$ cat config.mk
export PLATFORM = sky130hd
export DESIGN_NAME = uart_tx_arbiter
export DESIGN_NICKNAME = d
export VERILOG_FILES = /design/src/rtl/uart_tx_arbiter.sv
export SDC_FILE = /design/constraint.sdc
export NUM_CORES = 1
export LEC_CHECK = 0
export ABC_AREA = 1
export CAP_MARGIN = 5
export CORE_ASPECT_RATIO = 0.5
export CORE_MARGIN = 5
export CORE_UTILIZATION = 32
export CTS_BUF_LIST = sky130_fd_sc_hd__clkbuf_4 sky130_fd_sc_hd__clkbuf_8
export DETAILED_ROUTE_END_ITERATION = 12
export PLACE_DENSITY = 0.76
export SLEW_MARGIN = 20
export SYNTH_ARGS = -nofsm -noshare
export SYNTH_HDL_FRONTEND = slang
export SYNTH_SLANG_ARGS = --single-unit
export TNS_END_PERCENT = 100
$ cat constraint.sdc
create_clock -name i_clk -period 2.2 [get_ports i_clk]
set_input_delay 0.44 -clock i_clk [delete_from_list [all_inputs] [get_ports i_clk]]
set_output_delay 0.44 -clock i_clk [all_outputs]
set_load 0.005 [all_outputs]
$ cat src/rtl/uart_tx_arbiter.sv
// -----------------------------------------------------------------------------
// uart_tx_arbiter
//
// Round-robin arbiter sharing one uart_tx among NUM_REQ byte sources. One byte
// is accepted at a time over a valid/ready handshake. The accepted byte is
// registered onto o_tx_data, and a one-cycle o_tx_start pulse is issued. The
// arbiter then tracks i_tx_busy through the whole frame before it will accept
// the next byte.
//
// Optional feature (compile-time macro UART_TX_ARB_LOCK_EN):
//   When defined, a byte accepted with i_last low locks the arbiter to that
//   requester until a byte with i_last high is accepted from it.
//   When undefined, i_last is ignored and every byte is arbitrated on its own.
//
// Ports:
//   i_clk       clock
//   i_reset     asynchronous, active-high reset
//   i_valid     [NUM_REQ]            per-requester byte valid
//   i_data      [NUM_REQ*DATA_BITS]  flattened bytes, requester k at [k*DATA_BITS +: DATA_BITS]
//   i_last      [NUM_REQ]            last byte of packet (lock feature only)
//   o_ready     [NUM_REQ]            one-hot accept strobe (combinational)
//   o_grant     [NUM_REQ]            one-hot owner of the frame in flight, 0 when idle
//   o_tx_data   [DATA_BITS]          registered byte to uart_tx.i_data
//   o_tx_start  1                    registered one-cycle start to uart_tx.i_start
//   i_tx_busy   1                    uart_tx.o_busy
// -----------------------------------------------------------------------------
module uart_tx_arbiter #(
   parameter int NUM_REQ   = 4,
   parameter int DATA_BITS = 8
) (
   input  logic                           i_clk,
   input  logic                           i_reset,
   input  logic [NUM_REQ-1:0]             i_valid,
   input  logic [NUM_REQ*DATA_BITS-1:0]   i_data,
   input  logic [NUM_REQ-1:0]             i_last,
   output logic [NUM_REQ-1:0]             o_ready,
   output logic [NUM_REQ-1:0]             o_grant,
   output logic [DATA_BITS-1:0]           o_tx_data,
   output logic                           o_tx_start,
   input  logic                           i_tx_busy
);

   localparam int IDX_W = (NUM_REQ > 1) ? $clog2(NUM_REQ) : 1;
   localparam logic [NUM_REQ-1:0] ONE_HOT_LSB = {{(NUM_REQ-1){1'b0}}, 1'b1};
   localparam logic [IDX_W-1:0]   LAST_RST    = IDX_W'(NUM_REQ - 1);

   typedef enum logic [1:0] {
      ST_IDLE      = 2'd0,
      ST_START     = 2'd1,
      ST_WAIT_BUSY = 2'd2,
      ST_WAIT_DONE = 2'd3
   } state_t;

   state_t                 state_q,   state_d;
   logic [IDX_W-1:0]       last_q,    last_d;
   logic [NUM_REQ-1:0]     grant_q,   grant_d;
   logic [DATA_BITS-1:0]   tx_data_q, tx_data_d;
   logic                   tx_start_q, tx_start_d;

   logic [NUM_REQ-1:0]     elig_s;
   logic [NUM_REQ-1:0]     req_s;
   logic [IDX_W-1:0]       win_s;
   logic                   found_s;
   logic                   accept_s;

`ifdef UART_TX_ARB_LOCK_EN
   logic                   lock_held_q, lock_held_d;
   logic [IDX_W-1:0]       lock_idx_q,  lock_idx_d;

   // A held lock narrows eligibility to the lock owner, even if it is not valid.
   always_comb begin
      if (lock_held_q) begin
         elig_s = ONE_HOT_LSB << lock_idx_q;
      end else begin
         elig_s = {NUM_REQ{1'b1}};
      end
   end
`else
   logic                   unused_last_s;

   // Without locking every requester is always eligible; i_last has no use.
   always_comb begin
      elig_s        = {NUM_REQ{1'b1}};
      unused_last_s = ^i_last;
   end
`endif

   assign req_s = i_valid & elig_s;

   // Round-robin search starting one past the previous winner. Indices wrap
   // with an explicit subtract so non-power-of-2 NUM_REQ never aliases.
   always_comb begin
      int cand;
      found_s = 1'b0;
      win_s   = '0;
      cand    = 0;
      for (int i = 1; i <= NUM_REQ; i++) begin
         cand    = int'(last_q) + i;
         cand    = (cand >= NUM_REQ) ? (cand - NUM_REQ) : cand;
         win_s   = (req_s[IDX_W'(cand)] && !found_s) ? IDX_W'(cand) : win_s;
         found_s = found_s | req_s[IDX_W'(cand)];
      end
   end

   assign accept_s = (state_q == ST_IDLE) && !i_tx_busy && found_s;

   // Ready strobe is combinational and forced low while reset is asserted.
   always_comb begin
      if (accept_s && !i_reset) begin
         o_ready = ONE_HOT_LSB << win_s;
      end else begin
         o_ready = '0;
      end
   end

   // Next-state and next-output logic for the frame sequencer.
   always_comb begin
      state_d    = state_q;
      last_d     = last_q;
      grant_d    = grant_q;
      tx_data_d  = tx_data_q;
      tx_start_d = 1'b0;
`ifdef UART_TX_ARB_LOCK_EN
      lock_held_d = lock_held_q;
      lock_idx_d  = lock_idx_q;
`endif
      case (state_q)
         ST_IDLE: begin
            if (accept_s) begin
               tx_data_d  = i_data[win_s*DATA_BITS +: DATA_BITS];
               grant_d    = ONE_HOT_LSB << win_s;
               last_d     = win_s;
               tx_start_d = 1'b1;
               state_d    = ST_START;
`ifdef UART_TX_ARB_LOCK_EN
               lock_held_d = ~i_last[win_s];
               lock_idx_d  = win_s;
`endif
            end else begin
               state_d = ST_IDLE;
            end
         end
         ST_START: begin
            // Busy is not examined here: the UART only raises it a cycle later.
            state_d = ST_WAIT_BUSY;
         end
         ST_WAIT_BUSY: begin
            if (i_tx_busy) begin
               state_d = ST_WAIT_DONE;
            end else begin
               state_d = ST_WAIT_BUSY;
            end
         end
         ST_WAIT_DONE: begin
            if (!i_tx_busy) begin
               state_d = ST_IDLE;
               grant_d = '0;
            end else begin
               state_d = ST_WAIT_DONE;
            end
         end
         default: begin
            state_d = ST_IDLE;
            grant_d = '0;
         end
      endcase
   end

   // State and registered outputs with asynchronous active-high reset.
   always_ff @(posedge i_clk or posedge i_reset) begin
      if (i_reset) begin
         state_q    <= ST_IDLE;
         last_q     <= LAST_RST;
         grant_q    <= '0;
         tx_data_q  <= '0;
         tx_start_q <= 1'b0;
`ifdef UART_TX_ARB_LOCK_EN
         lock_held_q <= 1'b0;
         lock_idx_q  <= '0;
`endif
      end else begin
         state_q    <= state_d;
         last_q     <= last_d;
         grant_q    <= grant_d;
         tx_data_q  <= tx_data_d;
         tx_start_q <= tx_start_d;
`ifdef UART_TX_ARB_LOCK_EN
         lock_held_q <= lock_held_d;
         lock_idx_q  <= lock_idx_d;
`endif
      end
   end

   assign o_grant    = grant_q;
   assign o_tx_data  = tx_data_q;
   assign o_tx_start = tx_start_q;

endmodule

==> out/results.txt <==
For the tightest slew margin relative to the limit, the log shows 76.9%. The kind of critical path was reg -> out. The worst path uses 114% of the clock period. The worst clock skew came out at 0.00506 ns. STA classifies the critical path endpoint as a primary output. The tools report the origin of the critical flop-to-flop path as last_q[0]. The number of antenna diodes in the final layout is 0. The run finished, with violations left. For the worst setup path, the data required time is 1.76 ns. Overall die width: 102 um. The complex-gate fraction of the synthesized area is 3.29%, and the maximum clock rate is 0.398 GHz. Multiplexer cells account for 0% of the synthesized area.

The maximum number of pins on one net before global-route repair was 18; the final weighted congestion in routability-driven placement was 0.789. After the first detailed-routing iteration, the DRC count stood at 52. The run gives 4 as the setup-violating endpoint count in the final report.

The critical path starts at last_q[0]. The logs give 0.000559 V for the peak supply drop and 13.7% for the global-route usage over all layers. The die covers 5760 sq um.

The clock period minus worst slack was 2.52 ns; the die height was 56.2 um. Iteration count of the initial detailed-routing pass: 4. Synthesis produced a netlist with a net count of 251.

Along the worst path, the maximum fanout reaches 5. The tools report the final wirelength as 4000 um. Detailed placement ended at an HPWL of 3090 um. Synthesis instantiated 22 different standard cells from the library. After synthesis the netlist holds a flip-flop and latch count of 17. In the synthesized netlist, the number of instances is 208. Using the TritonRoute via totals, the vias-per-cell ratio works out to 4.60. After floorplanning, the core was divided into 16 placement rows.

The tools report the number of clock buffers inserted by TritonCTS as 3. The checks that failed: setup timing. The number of remaining DRC errors came out at 0. Relative to the synthesized area, the layout overhead comes to 62.2%. Averaged over all synthesized cells, the footprint is 6.58 sq um.

The startpoint identified for the worst hold timing path is o_tx_data[0]. For the final hold violation count, the log shows 0. The type of the most critical hold path is reg -> reg. TritonCTS built the clock tree. In this run the static leakage power is 1.14 nW. The count of port buffers added during placement came out at 55. The delay of the slowest critical-path stage is 0.66 ns.

Clock tree synthesis found a total of 17 sinks. The final setup slack of the worst path was -0.315 ns; the arrival time reported for the critical path endpoint was 2.08 ns. The clock latency reported for the late side of the worst-skew pair came out at 0.25 ns. Setup repair after global routing could not meet its margin everywhere.

The area inside the core boundary was 4000 sq um; the layout cell share with drive strength beyond 1 was 31.2%. The via count of the first global-routing pass came out at 1475. The power per standard cell area works out to 1470 nW/um^2. After synthesis the cells add up to 1370 sq um. The initial antenna violation count was 0; the number of top-level pins was 60.

Of the total synthesized cell area, the portion taken by XOR and XNOR cells is 0%. The top cell types in the final layout, fill and taps aside, are 90 x sky130_fd_sc_hd__nand2_1, 49 x sky130_fd_sc_hd__clkdlybuf4s50_1, 28 x sky130_fd_sc_hd__nand2_2. Across all hold checks on the routed design, the worst slack comes to 0.493 ns.

The library cell used most frequently in the layout, excluding fill and tap cells, is sky130_fd_sc_hd__nand2_1. After detailed routing, the average wire length per cell comes to 11.8 um. The run gives 0 as the count of pins over their slew limit. Across the run, the number of max-cap violations was 0. The longest clock path from root to sink contains 2 buffers.

The first global-routing pass estimated 6530 um of wire. Once the floorplan was initialized, standard cells occupied 34.2% of the core. For this design, the slowest cell found on the critical path is sky130_fd_sc_hd__dfstp_2.

By area, the combinational part of the netlist is dominated by simple AND/OR/NAND/NOR gates. The total overflow left after global routing is 0. STA classifies the critical path startpoint as a flip-flop.

After clock tree synthesis, the clock-pin slew on the worst setup and hold paths is 0.07 ns. The H-tree depth is 1. The tree is rooted in a sky130_fd_sc_hd__clkbuf_8. The adder-cell area share of the yosys netlist is 0%.

Summing over every cut layer, the via total after detailed routing is 1561. By instance count, the cell type seen most on the critical path is sky130_fd_sc_hd__nand2_2. For this run, the register share of the synthesized area comes to 31.3%.

In this run the remaining antenna-violating nets after routing total 0. In this run, placement finished with an instance count of 329. After Yosys synthesis, and, or, nand and nor cells account for 55.8% of the synthesized area. The total number of yosys warnings is 0. Traced cell by cell, the critical path runs through buf_6 -> nand2_1 -> nand2_2 -> nand2_2 -> nand2_4 -> inv_2 -> nand3_1 -> nand3_2 -> nor2_4 -> nand2_2 -> nor2_2 -> buf_2. For the pin with the worst max-slew slack, the measured transition is 0.346 ns.

After the last flow step, the layout net total stands at 329. The count of cells in the finished layout, fillers not included, comes to 339.
-- layout make-up --
class,count,area (sq um)
Tap cell,54,67.6
Sequential cell,17,428
Inverter,16,70.1
Timing Repair Buffer,80,727
Clock buffer,3,41.3
Multi-Input combinational cell,168,882
Fill cell,357,1780
Clock inverter,1,5.00
-- sequential cells by signal, indices dropped and copies added (netlist names) --
name and cells:
o_grant 4, state_q 2, o_tx_start 1, o_tx_data 8, last_q 2
-- what timing repair did --
item                                    CTS  global route
endpoints found under the setup margin    4            12
setup buffers                             5             1
resized for setup                        31            14
pin swaps                                15            12
gates cloned                              0             0
hold buffers                              0             0
-- cells in the mapped netlist (all sizes together) --
cell type / instances / share of area (%)
inv: 16 / 4.9
nor2: 10 / 4.0
nor3: 1 / 0.37
nand2: 127 / 43
dfstp: 2 / 3.8
nand3: 22 / 8.4
o22ai: 4 / 1.8
dfrtp: 15 / 27
a21oi: 1 / 0.37
buf: 7 / 4.8
o21ai: 3 / 1.1
-- critical path: cells and delay by family, from the launching register on --
family / cells / cell delay, ns
buf+inv: 3 / 0.29
flops: 1 / 0.66
simple gates: 9 / 0.86
-- worst paths after layout --
check	to	slack (ns)	depth (start not counted)
worst max-delay path	o_ready[1]	-0.32	12
worst min-delay path	o_tx_data[0]	0.49	2
worst max register to register	o_tx_data[5]	0.11	17
worst min register to register	o_tx_data[0]	0.49	2
max in group asynchronous	last_q[1]	1.34	3
min in group asynchronous	o_grant[2]	0.61	3
-- cell families (layout without fill, tap and decap cells) --
group / Yosys count / in the layout
flops: 17 / 17
buf+inv: 23 / 100
compound gates: 8 / 8
simple gates: 160 / 160
-- through the flow --
step / area [sq um] / util, % / power, mW / TNS (ns) / setup WS [ns]
final: 2220 / 55.5 / 3.26 / -1.20 / -0.315
after detailed placement: 2060 / 51.6 / 2.77 / -4.01 / -0.700
after CTS: 2170 / 54.3 / 3.17 / -1.27 / -0.360
after floorplan: 1370 / - / 2.09 / 0 / 0.0430
after global placement: 2060 / 51.6 / 2.71 / -3.32 / -0.644
after global routing: 2220 / 55.5 / 3.56 / -1.97 / -0.405
-- routing by layer --
| metal | vias to the layer above | global-route usage [%] | wire length (um) | part of all wire (%) |
|---|---|---|---|---|
| met5 | - | 0 | 0 | 0 |
| met4 | 0 | 2.24 | 42 | 1.1 |
| met3 | 7 | 2.13 | 100 | 2.5 |
| met2 | 29 | 26.4 | 2230 | 56 |
| met1 | 725 | 15.8 | 1620 | 41 |
| li1 | 800 | - | - | - |
-- report_power, final --
group          switching [mW]  leakage (nW)  internal, mW
Sequential             0.0979         0.214         0.441
Clock                   0.108        0.0255         0.126
Combinational            1.40         0.900          1.09
No activity file was read; power rests on OpenSTA's default activity.
==> edit (same settings) <==
Take the reset off `tx_data_q` and load it in a clocked block of its own.
--- a/src/rtl/uart_tx_arbiter.sv
+++ b/src/rtl/uart_tx_arbiter.sv
@@ -173,5 +173,4 @@
          last_q     <= LAST_RST;
          grant_q    <= '0;
-         tx_data_q  <= '0;
          tx_start_q <= 1'b0;
 `ifdef UART_TX_ARB_LOCK_EN
@@ -183,5 +182,4 @@
          last_q     <= last_d;
          grant_q    <= grant_d;
-         tx_data_q  <= tx_data_d;
          tx_start_q <= tx_start_d;
 `ifdef UART_TX_ARB_LOCK_EN
@@ -190,4 +188,8 @@
 `endif
       end
+   end
+
+   always_ff @(posedge i_clk) begin
+      tx_data_q <= tx_data_d;
    end
 
Function: changed (a bounded check fails within 4 cycles, from zero or initial values and one cycle with i_reset high).
==> edit against the unedited design <==
  * The flow still finishes with violations (setup timing)
  * Combinational power is 32% higher
  * Wire length up 17%
  * Synthesized area decreased by 6.9%
  * Sequential cell count is the same
  * Final cell count is 3.5% lower
  * Sequential power is 14% higher
  * Setup slack got worse by 0.16 ns
  * Count of clock-buffer cells in the layout did not move
  * Cell area rose by 4.5%
  * Power rose by 27%
  * Largest power group unchanged
==> edit: results (changes against the unedited design) <==
Final layout
  – Non-CTS buffers: 92 (was 80)
  – NumNets Final: 317 (was 329)
  – Reg area: 468 sq um (was 428 sq um)
  – Fraction of area in multi-input gates: 0.358 (was 0.397)
  – Multi-input gates: 146 (was 168)
  – Filler instances: 302 (was 357)
  – Invs w/o clock: 14 (was 16)
  – Antenna diode count: 0 (unchanged)
  – NonClk Buf Share: 0.362 (was 0.327)
  – Clk tree area frac: 0.0205 (was 0.0208)
  – Share of cells above drive strength 1: 0.370 (was 0.312)
  – Final instance area: 2320 sq um (was 2220 sq um)

Logic synthesis
  – Seq/Total Area, Yosys: 0.367 (was 0.313)
  – Yosys cell types: 25 (was 22)
  – EDFF count, synth: 8 (was 0)
  – Top cells by count, synth: 87 x nand2_1, 24 x nand3_1, 15 x nand2_2 (was 100 x nand2_1, 21 x nand3_1, 20 x nand2_2)
  – Synth Flop Type: edfxtp_1 (was dfrtp_1)
  – Synth area leaders: nand2_1 26%, edfxtp_1 19%, dfrtp_1 14% (was dfrtp_1 27%, nand2_1 27%, nand2_2 9.1%)
  – Synth async-reset ratio: 0.529 (was 1.00)
  – Syn Nets: 228 (was 251)

Clock network
  – CTS root buf: clkbuf_8 (unchanged)
  – Clock latency on the worst-skew pair: 0.26 ns
  – H-tree levels: 1 (unchanged)
  – Clk slew on worst S/H paths: 0.08 ns
  – Num CTS Buffers: 3 (unchanged)
  – Clk sink count: 17 (unchanged)

Drt
  – Routed vias: 1528 (was 1561)
  – Met3 routed WL: 132 um (was 100 um)
  – Routed met1 length: 1870 um (was 1620 um)
  – WL final: 4660 um (was 4000 um)
  – Met2 WL: 2590 um (was 2230 um)
  – Initial DRC count: 67 (was 52)

STA
  – Endpoints failing setup: 12 (was 4)
  – PnR worst setup slack: -0.472 ns (was -0.315 ns)
  – Slew headroom: 0.825 (was 0.769)
  – Clk_skew: 0.00940 ns (was 0.00506 ns)
  – Fin Hold WS: 0.507 ns (was 0.493 ns)

Place
  – Area post-placement: 1960 sq um (was 2060 sq um)
  – DP HPWL: 2980 um (was 3090 um)
  – GPL Wtd Cong: 0.869 (was 0.789)
  – PortBufs: 55 (unchanged)

Setup path
  – Worst-path maximum fanout: 6 (was 5)
  – Crit path arrival time: 2.23 ns (was 2.08 ns)
  – Flop2flop setup slack: -0.15 ns (was 0.11 ns)
  – Reg-to-Reg Start: last_q[0] (unchanged)
  – Crit-path max cell delay: 0.64 ns (was 0.66 ns)
  – Largest delay share family, worst path: simple AND/OR/NAND/NOR gates (unchanged)
  – Worst setup path category: flop to output pin (unchanged)

Global routing
  – Initial antenna violation count: 0 (unchanged)
  – Total GRT Usage: 0.155 (was 0.137)
  – Global-route wire length before repair: 6610 um (was 6530 um)
  – Vias in the first global route: 1427 (was 1475)
  – Largest net degree at the start of global routing: 17 (was 18)

Power
  – Switching pwr: 1980 uW (was 1610 uW)
  – Leak: 0.00112 uW (was 0.00114 uW)
  – Max IR drop VDD: 0.708 mV (was 0.559 mV)

Min path
  – Worst hold-check path type: input port to asynchronous set/reset pin (was flop to flop)

Status
  – Failing checks: setup timing (unchanged)
  – Outcome: complete, but fails checks (unchanged)
==> edit: cell count changes in the layout (fill, tap and decap cells not counted), moves of 3 or more <==
cell,before,now
nand2_1,90,69
buf_4,22,31
dfrtp_1,15,7
edfxtp_1,0,8
nor2_2,4,0
o22ai_1,4,0
nand2_2,28,25
==> edit: metal layers <==
metal / GRT usage / vias to the layer above
li1: - / 758
met5: 0 / -
met1: 0.187 / 729
met3: 0.0242 / 8
met2: 0.299 / 33
met4: 0.0363 / 0
==> edit: worst paths after layout <==
check                                to  cells past startpoint
min                          o_grant[3]                      3
max in group asynchronous     last_q[0]                      3
max reg2reg                o_tx_data[2]                     16
max                          o_ready[3]                     14
min reg2reg                  state_q[1]                      1
min in group i_clk           state_q[1]                      1
==> edit: what timing repair did <==
action	in CTS	in global routing
hold buffers	0	0
setup endpoints to repair	8	23
hold endpoints to repair	0	0
resized for setup	35	33
setup buffers	13	8
pin swaps	16	14
==> edit: cell families after synthesis <==
kind of cell    Yosys count  share of synthesized area
compound gates            7                     0.0354
flops                    17                      0.367
simple gates            139                      0.498
buf+inv                  22                     0.0992
==> edit: metrics by stage <==
step	cells	setup TNS [ns]	worst slack (ns)
2_1_floorplan	185	0	0.0986
3_3_place_gp	304	-3.79	-0.707
3_5_place_dp	304	-4.86	-0.772
4_1_cts	321	-1.75	-0.404
5_1_grt	327	-4.73	-0.578
6_report	327	-2.76	-0.472
==> edit: power groups by stage <==
stage / clock network, uW / logic [uW] / registers [uW]
floorplan: 0 / 1590 / 583
global placement: 0 / 2180 / 617
detailed placement: 0 / 2240 / 623
CTS: 250 / 2720 / 617
global route: 265 / 3550 / 627
finish: 253 / 3280 / 615
